`src/rtl/matrix_result_serializer_if.sv`:
```
// rtl/matrix_result_serializer_if.sv - result capture and word-stream bundle for matrix_result_serializer
//
// Ports (slave = serializer side):
//   in_valid/in_ready/in_op/C          result capture handshake; C is flattened, element 0 at MSBs
//   out_valid/out_ready/out_data       one element per accepted beat
//   out_idx/out_last                   element index within the result, final-element flag
//   busy                               serializer is streaming a result
interface matrix_result_serializer_if #(
    parameter int word_size = 8,
    parameter int NUM_C     = 16,
    parameter int CNT_W     = $clog2(NUM_C + 1)
);
    logic                         in_valid;
    logic                         in_ready;
    logic [1:0]                   in_op;
    logic [NUM_C*word_size-1:0]   C;
    logic                         out_valid;
    logic                         out_ready;
    logic [word_size-1:0]         out_data;
    logic [CNT_W-1:0]             out_idx;
    logic                         out_last;
    logic                         busy;

    modport master (
        output in_valid, in_op, C, out_ready,
        input  in_ready, out_valid, out_data, out_idx, out_last, busy
    );

    modport slave (
        input  in_valid, in_op, C, out_ready,
        output in_ready, out_valid, out_data, out_idx, out_last, busy
    );
endinterface

```
`src/rtl/matrix_result_serializer.sv`:
```
// rtl/matrix_result_serializer.sv - captures a matrix_alu result vector and streams it one word per beat
//
// Ports:
//   clk     rising-edge clock
//   resetn  asynchronous active-low reset; aborts any stream in progress
//   bus     matrix_result_serializer_if.slave: capture side (in_*, C) and word stream (out_*, busy)
//
// in_op == 2'b11 streams all NUM_C elements of C; any other op streams only the
// low NUM_A elements. Elements leave most-significant word first.
module matrix_result_serializer #(
    parameter int word_size     = 8,
    parameter int Amatrixrownum = 2,
    parameter int Amatrixcolnum = 2,
    parameter int Bmatrixrownum = 2,
    parameter int Bmatrixcolnum = 2
) (
    input  logic                         clk,
    input  logic                         resetn,
    matrix_result_serializer_if.slave    bus
);
    localparam int NUM_A = Amatrixrownum * Amatrixcolnum;
    localparam int NUM_C = NUM_A * Bmatrixrownum * Bmatrixcolnum;
    localparam int CNT_W = $clog2(NUM_C + 1);
    localparam int VEC_W = NUM_C * word_size;

    typedef enum logic {
        IDLE,
        STREAM
    } state_t;

    state_t             state;
    state_t             state_nxt;

    logic [VEC_W-1:0]   shreg;
    logic [CNT_W-1:0]   n_reg;
    logic [CNT_W-1:0]   idx_reg;
    logic               last_reg;

    logic [VEC_W-1:0]   slice_sel;
    logic [CNT_W-1:0]   n_sel;
    logic               capture;
    logic               beat;
    logic               at_last;

    // Short ops keep only the low NUM_A words; shifting them up leaves the
    // first element to send in the top word of the shift register.
    always_comb begin
        slice_sel = bus.C;
        n_sel     = CNT_W'(NUM_C);
        if (bus.in_op != 2'b11) begin
            slice_sel = bus.C << ((NUM_C - NUM_A) * word_size);
            n_sel     = CNT_W'(NUM_A);
        end
    end

    assign capture = bus.in_valid && (state == IDLE);
    assign beat    = (state == STREAM) && bus.out_ready;
    assign at_last = (idx_reg == n_reg - CNT_W'(1));

    always_ff @(posedge clk or negedge resetn) begin
        if (!resetn) begin
            state <= IDLE;
        end else begin
            state <= state_nxt;
        end
    end

    always_comb begin
        state_nxt = state;
        case (state)
            IDLE: begin
                if (bus.in_valid) begin
                    state_nxt = STREAM;
                end
            end
            STREAM: begin
                if (bus.out_ready && at_last) begin
                    state_nxt = IDLE;
                end
            end
            default: state_nxt = IDLE;
        endcase
    end

    always_ff @(posedge clk or negedge resetn) begin
        if (!resetn) begin
            shreg    <= '0;
            n_reg    <= '0;
            idx_reg  <= '0;
            last_reg <= 1'b0;
        end else if (capture) begin
            shreg    <= slice_sel;
            n_reg    <= n_sel;
            idx_reg  <= '0;
            last_reg <= (n_sel == CNT_W'(1));
        end else if (beat) begin
            if (at_last) begin
                idx_reg  <= '0;
                last_reg <= 1'b0;
            end else begin
                shreg    <= shreg << word_size;
                idx_reg  <= idx_reg + CNT_W'(1);
                last_reg <= (idx_reg + CNT_W'(1) == n_reg - CNT_W'(1));
            end
        end
    end

    // Every output is a flop or a decode of the state flop only.
    assign bus.in_ready  = (state == IDLE);
    assign bus.out_valid = (state == STREAM);
    assign bus.busy      = (state == STREAM);
    assign bus.out_data  = shreg[VEC_W-1 -: word_size];
    assign bus.out_idx   = idx_reg;
    assign bus.out_last  = last_reg;
endmodule

```
`src/flat_wrapper.sv`:
```
// flat-port wrapper written by rule: the top's interface ports become plain ports
module matrix_result_serializer_flat 
#(
    parameter int word_size     = 8,
    parameter int Amatrixrownum = 2,
    parameter int Amatrixcolnum = 2,
    parameter int Bmatrixrownum = 2,
    parameter int Bmatrixcolnum = 2
)
  (clk, resetn, bus_in_valid, bus_in_op, bus_C, bus_out_ready, bus_in_ready, bus_out_valid, bus_out_data, bus_out_idx, bus_out_last, bus_busy);
  matrix_result_serializer_if #(.word_size(word_size), .NUM_C((16)), .CNT_W((5))) bus_i ();
  input  logic clk;
  input  logic resetn;
  input wire logic [$bits(bus_i.in_valid)-1:0] bus_in_valid;
  input wire logic [$bits(bus_i.in_op)-1:0] bus_in_op;
  input wire logic [$bits(bus_i.C)-1:0] bus_C;
  input wire logic [$bits(bus_i.out_ready)-1:0] bus_out_ready;
  output wire logic [$bits(bus_i.in_ready)-1:0] bus_in_ready;
  output wire logic [$bits(bus_i.out_valid)-1:0] bus_out_valid;
  output wire logic [$bits(bus_i.out_data)-1:0] bus_out_data;
  output wire logic [$bits(bus_i.out_idx)-1:0] bus_out_idx;
  output wire logic [$bits(bus_i.out_last)-1:0] bus_out_last;
  output wire logic [$bits(bus_i.busy)-1:0] bus_busy;
  assign bus_i.in_valid = bus_in_valid;
  assign bus_i.in_op = bus_in_op;
  assign bus_i.C = bus_C;
  assign bus_i.out_ready = bus_out_ready;
  assign bus_in_ready = bus_i.in_ready;
  assign bus_out_valid = bus_i.out_valid;
  assign bus_out_data = bus_i.out_data;
  assign bus_out_idx = bus_i.out_idx;
  assign bus_out_last = bus_i.out_last;
  assign bus_busy = bus_i.busy;
  matrix_result_serializer #(.word_size(word_size), .Amatrixrownum(Amatrixrownum), .Amatrixcolnum(Amatrixcolnum), .Bmatrixrownum(Bmatrixrownum), .Bmatrixcolnum(Bmatrixcolnum)) u_core (.clk(clk), .resetn(resetn), .bus(bus_i));
endmodule
```
`config.mk`:
```
export PLATFORM = sky130hd
export DESIGN_NAME = matrix_result_serializer_flat
export DESIGN_NICKNAME = d
export VERILOG_FILES = /design/src/rtl/matrix_result_serializer_if.sv /design/src/rtl/matrix_result_serializer.sv /design/src/flat_wrapper.sv
export SDC_FILE = /design/constraint.sdc
export NUM_CORES = 1
export LEC_CHECK = 0
export CAP_MARGIN = 40
export CORE_MARGIN = 3
export CORE_UTILIZATION = 40
export DETAILED_ROUTE_END_ITERATION = 7
export PLACE_DENSITY = 0.67
export SLEW_MARGIN = 40
export SYNTH_ARGS = -nofsm -noshare
export SYNTH_HDL_FRONTEND = slang
export SYNTH_SLANG_ARGS = --single-unit
export TNS_END_PERCENT = 100
```
`constraint.sdc`:
```
create_clock -name clk -period 2.35 [get_ports clk]
set_input_delay 0.47 -clock clk [delete_from_list [all_inputs] [get_ports clk]]
set_output_delay 0.47 -clock clk [all_outputs]
set_load 0.01 [all_outputs]
```
== Word level (Yosys, flattened, before mapping) ==
Cells that the tools add are included.
Operators by class
  equal/unequal tests: 5
  bitwise operators: 1
  mux-type cells: 14
  magnitude comparators: 0
  div/mod/pow operators: 0
  multipliers: 0
  reductions and logical operators: 5
  shift operators: 0
  add/subtract/negate cells: 2
Operators by type and width (count)
  $mux 128: 4
  $mux 5: 4
  $eq 5x5->1: 2
  $add 5x1->5 const B: 1
  $eq 5x1->1 const B: 1
  $mux 1: 5
  $sub 5x1->5 const B: 1
  $logic_and 1x1->1: 3
  $ne 2x1->1 const B: 1
  $ne 2x2->1 const B: 1
  $pmux 1 s2: 1
  $reduce_and 2->1: 1
  $reduce_bool 2->1: 1
  $not 1->1: 1
Storage, ports and cells
  memories: 0
  output and inout bits: 17
  flip-flop bits (word level): 140
  latch bits: 0
  logic and storage cells: 32
  bits in writable memories: 0
  ROM bits: 0

== Longest topological paths before layout ==
Gate-level depths: netlist (run 1).
  depth after elaboration: 5
  mapped depth: 9
  depth with buffers taken out: 5

== Least setup slack after synthesis (run 1) ==
No wires, ideal clock.
  kind: reg2reg
  start: register u_core.idx_reg[0], in the netlist u_core.bus.out_idx[0]
  end: register u_core.shreg[98]
  data required time: 2.208 ns
  period minus slack after synthesis: 2.075 ns
  arrival time: 1.933 ns
  setup slack: 0.275 ns
  library setup time: 0.142 ns
  cell stages (with the launch flop): 10
  cells stage by stage: dfrtp_1 > ha_1 > buf_2 > and4bb_2 > mux2i_4 > and2_1 > buf_2 > buf_6 > buf_2 > o221ai_1
On the way
  cells in the longest elaborated chain, start to end: 3
RTL lines
  start, declared: RTL line matrix_result_serializer.sv:36  | logic [CNT_W-1:0] idx_reg;
  start signal, assigned: RTL line matrix_result_serializer.sv:102  | idx_reg <= idx_reg + CNT_W'(1);
  $eq 5x5->1: RTL line matrix_result_serializer.sv:58  | assign at_last = (idx_reg == n_reg - CNT_W'(1));
  $ne 2x1->1 (no source line)
  $reduce_and 2->1 (no source line)
  end signal, assigned: RTL line matrix_result_serializer.sv:92  | shreg <= slice_sel;
  end signal, assigned: RTL line matrix_result_serializer.sv:101  | shreg <= shreg << word_size;
  end, declared: RTL line matrix_result_serializer.sv:34  | logic [VEC_W-1:0] shreg;
Every way passes these cells.
A chain may end at the register's enable or synchronous reset.

== Final worst setup path (run 1) ==
  start: register u_core.idx_reg[0], in the netlist u_core.bus.out_idx[0]
  end: register u_core.shreg[26]
The elaborated chain is that of the path after synthesis.

==> results.sh, run 1 <==
export IMPL_dp_cells=982
export IMPL_period_share_pct=95.6
export IMPL_period_needed_ns=2.25
export IMPL_r2r_cells=6
export IMPL_syn_nets=814
export IMPL_grt_setup_unrepaired="no"
export IMPL_ios=151
export IMPL_grt_max_degree=98
export IMPL_irDropWorstVdd_v=0.000749
export IMPL_ys_ff_latch=137
export IMPL_core_area_um2=16600
export IMPL_h_tree_depth=4
export IMPL_pre_cts_ws_ns=0.0652
export IMPL_startpoint_type="flip-flop"
export IMPL_root_buffer="clkbuf_16"
export IMPL_yosysWarnings=0
export IMPL_layout_setup_ws_ns=0.103
export IMPL_initial_core_util_pct=41.0
export IMPL_die_y_um=137
export IMPL_worst_slew_pin_slew_ns=0.581
export IMPL_ys_seq_area_share_pct=50.2
export IMPL_grt_ovfl_total=0
export IMPL_portBuffers=150
export IMPL_place_hpwl_um=13400
export IMPL_area_growth_pct=33.1
export IMPL_max_cap_viol_count=0
export IMPL_fp_row_count=47
export IMPL_initialDrtViolationCount=692
export IMPL_whs_ns=0.0334
export IMPL_pwr_density_cell_nw_per_um2=1130
export IMPL_async_reset_ff_share_pct=100
export IMPL_diodes=0
export IMPL_vias=6016
export IMPL_drc=0
export IMPL_tns_ns=0
export IMPL_worst_setup_path_end_kind="flip-flop"
export IMPL_routabilityCongestion=0.839
export IMPL_path_max_fanout=73
export IMPL_wl_per_cell_um=20.1
export IMPL_grt_antenna_before_repair=0
export IMPL_postSynthAreaPerCell_um2=10.1
export IMPL_dieArea_um2=18700
export IMPL_track_usage_pct=21.8
export IMPL_die_width_um=137
export IMPL_clockBufferDepth=2
export IMPL_path_clk_slew_ns=0.06
export IMPL_largest_reg_flops=128
export IMPL_netlist_area_um2=6830
export IMPL_criticalPathCategory="reg2reg"
export IMPL_path_cells="ha_1 > and4bb_2 > mux2i_4 > buf_12 > a21oi_1 > a221o_1"
export IMPL_antenna_left=0
export IMPL_stdcell_count=1015
export IMPL_synth_top_area_share_pct=50.2
export IMPL_post_drt_via_cell_ratio=5.93
export IMPL_outcome="completed"
export IMPL_setup_viol=0
export IMPL_nets=919
export IMPL_grt_pass1_vias=5921
export IMPL_yosys_top_cells_area="dfrtp_1 50%, a221o_1 13%, nand2_1 7.1%"
export IMPL_synth_enable_flop_cells=0
export IMPL_relSlewSlack_pct=61.2
export IMPL_dr_pass1_iters=5
export IMPL_fmax_mhz=445
export IMPL_synthFlopType="dfrtp_1"
export IMPL_cts_buffers=17
export IMPL_grt_pass1_wl_um=31600
export IMPL_layout_drive_gt1_share_pct=7.67
export IMPL_yosys_area_top_type="dfrtp_1"
export IMPL_cts_tree="done"
export IMPL_clk_latency_ns=0.43
export IMPL_min_path_type="in2async"
export IMPL_crit_required_ns=2.65
export IMPL_finalPower_w=0.0103
export IMPL_power_leakage_nw=3.99
export IMPL_critPathSlowestCell="dfrtp_1"
export IMPL_fin_skew_ns=0.0200
export IMPL_yosys_cell_types_count=37
export IMPL_critPathMaxStageDelay_ns=0.44
export IMPL_finalHoldViolCount=0
export IMPL_crit_arrival_ns=2.55
export IMPL_drv_slew=0
export IMPL_cts_sinks=137
export IMPL_routed_wl_um=20400
export IMPL_synthCells=678
[what timing repair did]
item / in CTS / in global routing
setup buffers: 0 / 2
endpoints found under the setup margin: 0 / 10
resized for setup: 0 / 2
hold buffers: 0 / 0
[kinds of logic after synthesis]
group,after synthesis,share of synthesized area [%]
buf+inv,89,6.54
simple gates,184,11.3
mux,33,5.02
fa+ha+maj,2,0.366
xor+xnor,4,0.623
compound gates,229,25.9
flops,137,50.2
[placed cells by master (no fill, tap or decap), types with 2 or more instances in the layout]
| cell | count |
|---|---|
| a21oi_1 | 88 |
| clkdlybuf4s50_1 | 149 |
| dfrtp_1 | 137 |
| clkbuf_16 | 17 |
| clkbuf_1 | 3 |
| inv_1 | 4 |
| nand2_1 | 128 |
| mux2i_1 | 32 |
| buf_12 | 10 |
| buf_4 | 10 |
| a221o_1 | 88 |
| bufinv_16 | 2 |
| nand3_1 | 34 |
| o21ai_0 | 5 |
| clkinv_2 | 3 |
| a32o_1 | 8 |
| clkbuf_8 | 4 |
| nor2_1 | 8 |
| ha_1 | 2 |
| xnor2_1 | 2 |
| nand2_2 | 2 |
| o221ai_1 | 32 |
| and2_4 | 2 |
[layout make-up]
class,instances,area [µm²]
clock buffers,24,492
inverters,4,15.0
multi-input cells,452,2980
repair buffers,171,1810
flip-flops and latches,137,3430
well taps,220,275
fillers,1408,7560
clock inverters,7,91.3
[routing by layer]
layer	GRT usage, %	share of wire, %
met1	31.1	43
met2	32.2	46
met5	0	0
met4	6.89	1.7
met3	5.96	9.0
[cells in the mapped netlist, types with 2 or more instances]
cell	number
a21oi_1	88
a221o_1	88
a32o_1	8
and2_1	2
buf_2	21
buf_4	9
buf_6	7
clkbuf_1	48
dfrtp_1	137
ha_1	2
inv_1	4
mux2i_1	32
nand2_1	130
nand2b_1	2
nand3_1	34
nor2_1	9
o21ai_0	5
o221ai_1	32
xnor2_1	2
[worst max-delay path, delay by kind of cell, from the launching register on]
kind                     cells  cell delay [ns]
flip-flops                   1             0.44
multiplexers                 1             0.28
AO/OA/AOI/OAI                2             0.41
adder cells (fa/ha/maj)      1             0.33
AND/OR/NAND/NOR              1             0.29
buffers and inverters        1             0.34
[through the flow]
stage	cell area, µm²	utilization (%)
finish	9080	54.6
global route	9080	54.6
CTS	9060	54.4
detailed placement	8480	50.9
global placement	8480	50.9
floorplan	6830	-
[where the power goes]
| part | leakage [nW] | switching [W] | total (W) | internal [W] |
|---|---|---|---|---|
| registers | 1.86 | 0.000611 | 0.00383 | 0.00322 |
| logic | 1.85 | 0.00207 | 0.00382 | 0.00175 |
| clock network | 0.286 | 0.000977 | 0.00264 | 0.00166 |
[final timing paths]
kind	slack, ns	from	endpoint
max in group asynchronous	1.65	resetn	u_core.shreg[7]
worst max-delay path	0.10	u_core.bus.out_idx[0]	u_core.shreg[26]
worst max register to register	0.10	u_core.bus.out_idx[0]	u_core.shreg[26]
min in group clk	0.49	u_core.bus.out_last	u_core.bus.out_last
worst min register to register	0.49	u_core.bus.out_last	u_core.bus.out_last
worst min-delay path	0.03	resetn	u_core.shreg[76]
No activity file was read; power rests on OpenSTA's default activity.
==> inputs of run 2 (changes only) <==
--- a/config.mk
+++ b/config.mk
@@ -5,6 +5,7 @@
 export SDC_FILE = /design/constraint.sdc
 export NUM_CORES = 1
 export LEC_CHECK = 0
+export ABC_CLOCK_PERIOD_IN_PS = 2350
 export CAP_MARGIN = 40
 export CORE_MARGIN = 3
 export CORE_UTILIZATION = 40
==> results of run 2 <==
Final layout, timing and power as in run 1 (identical DEF).
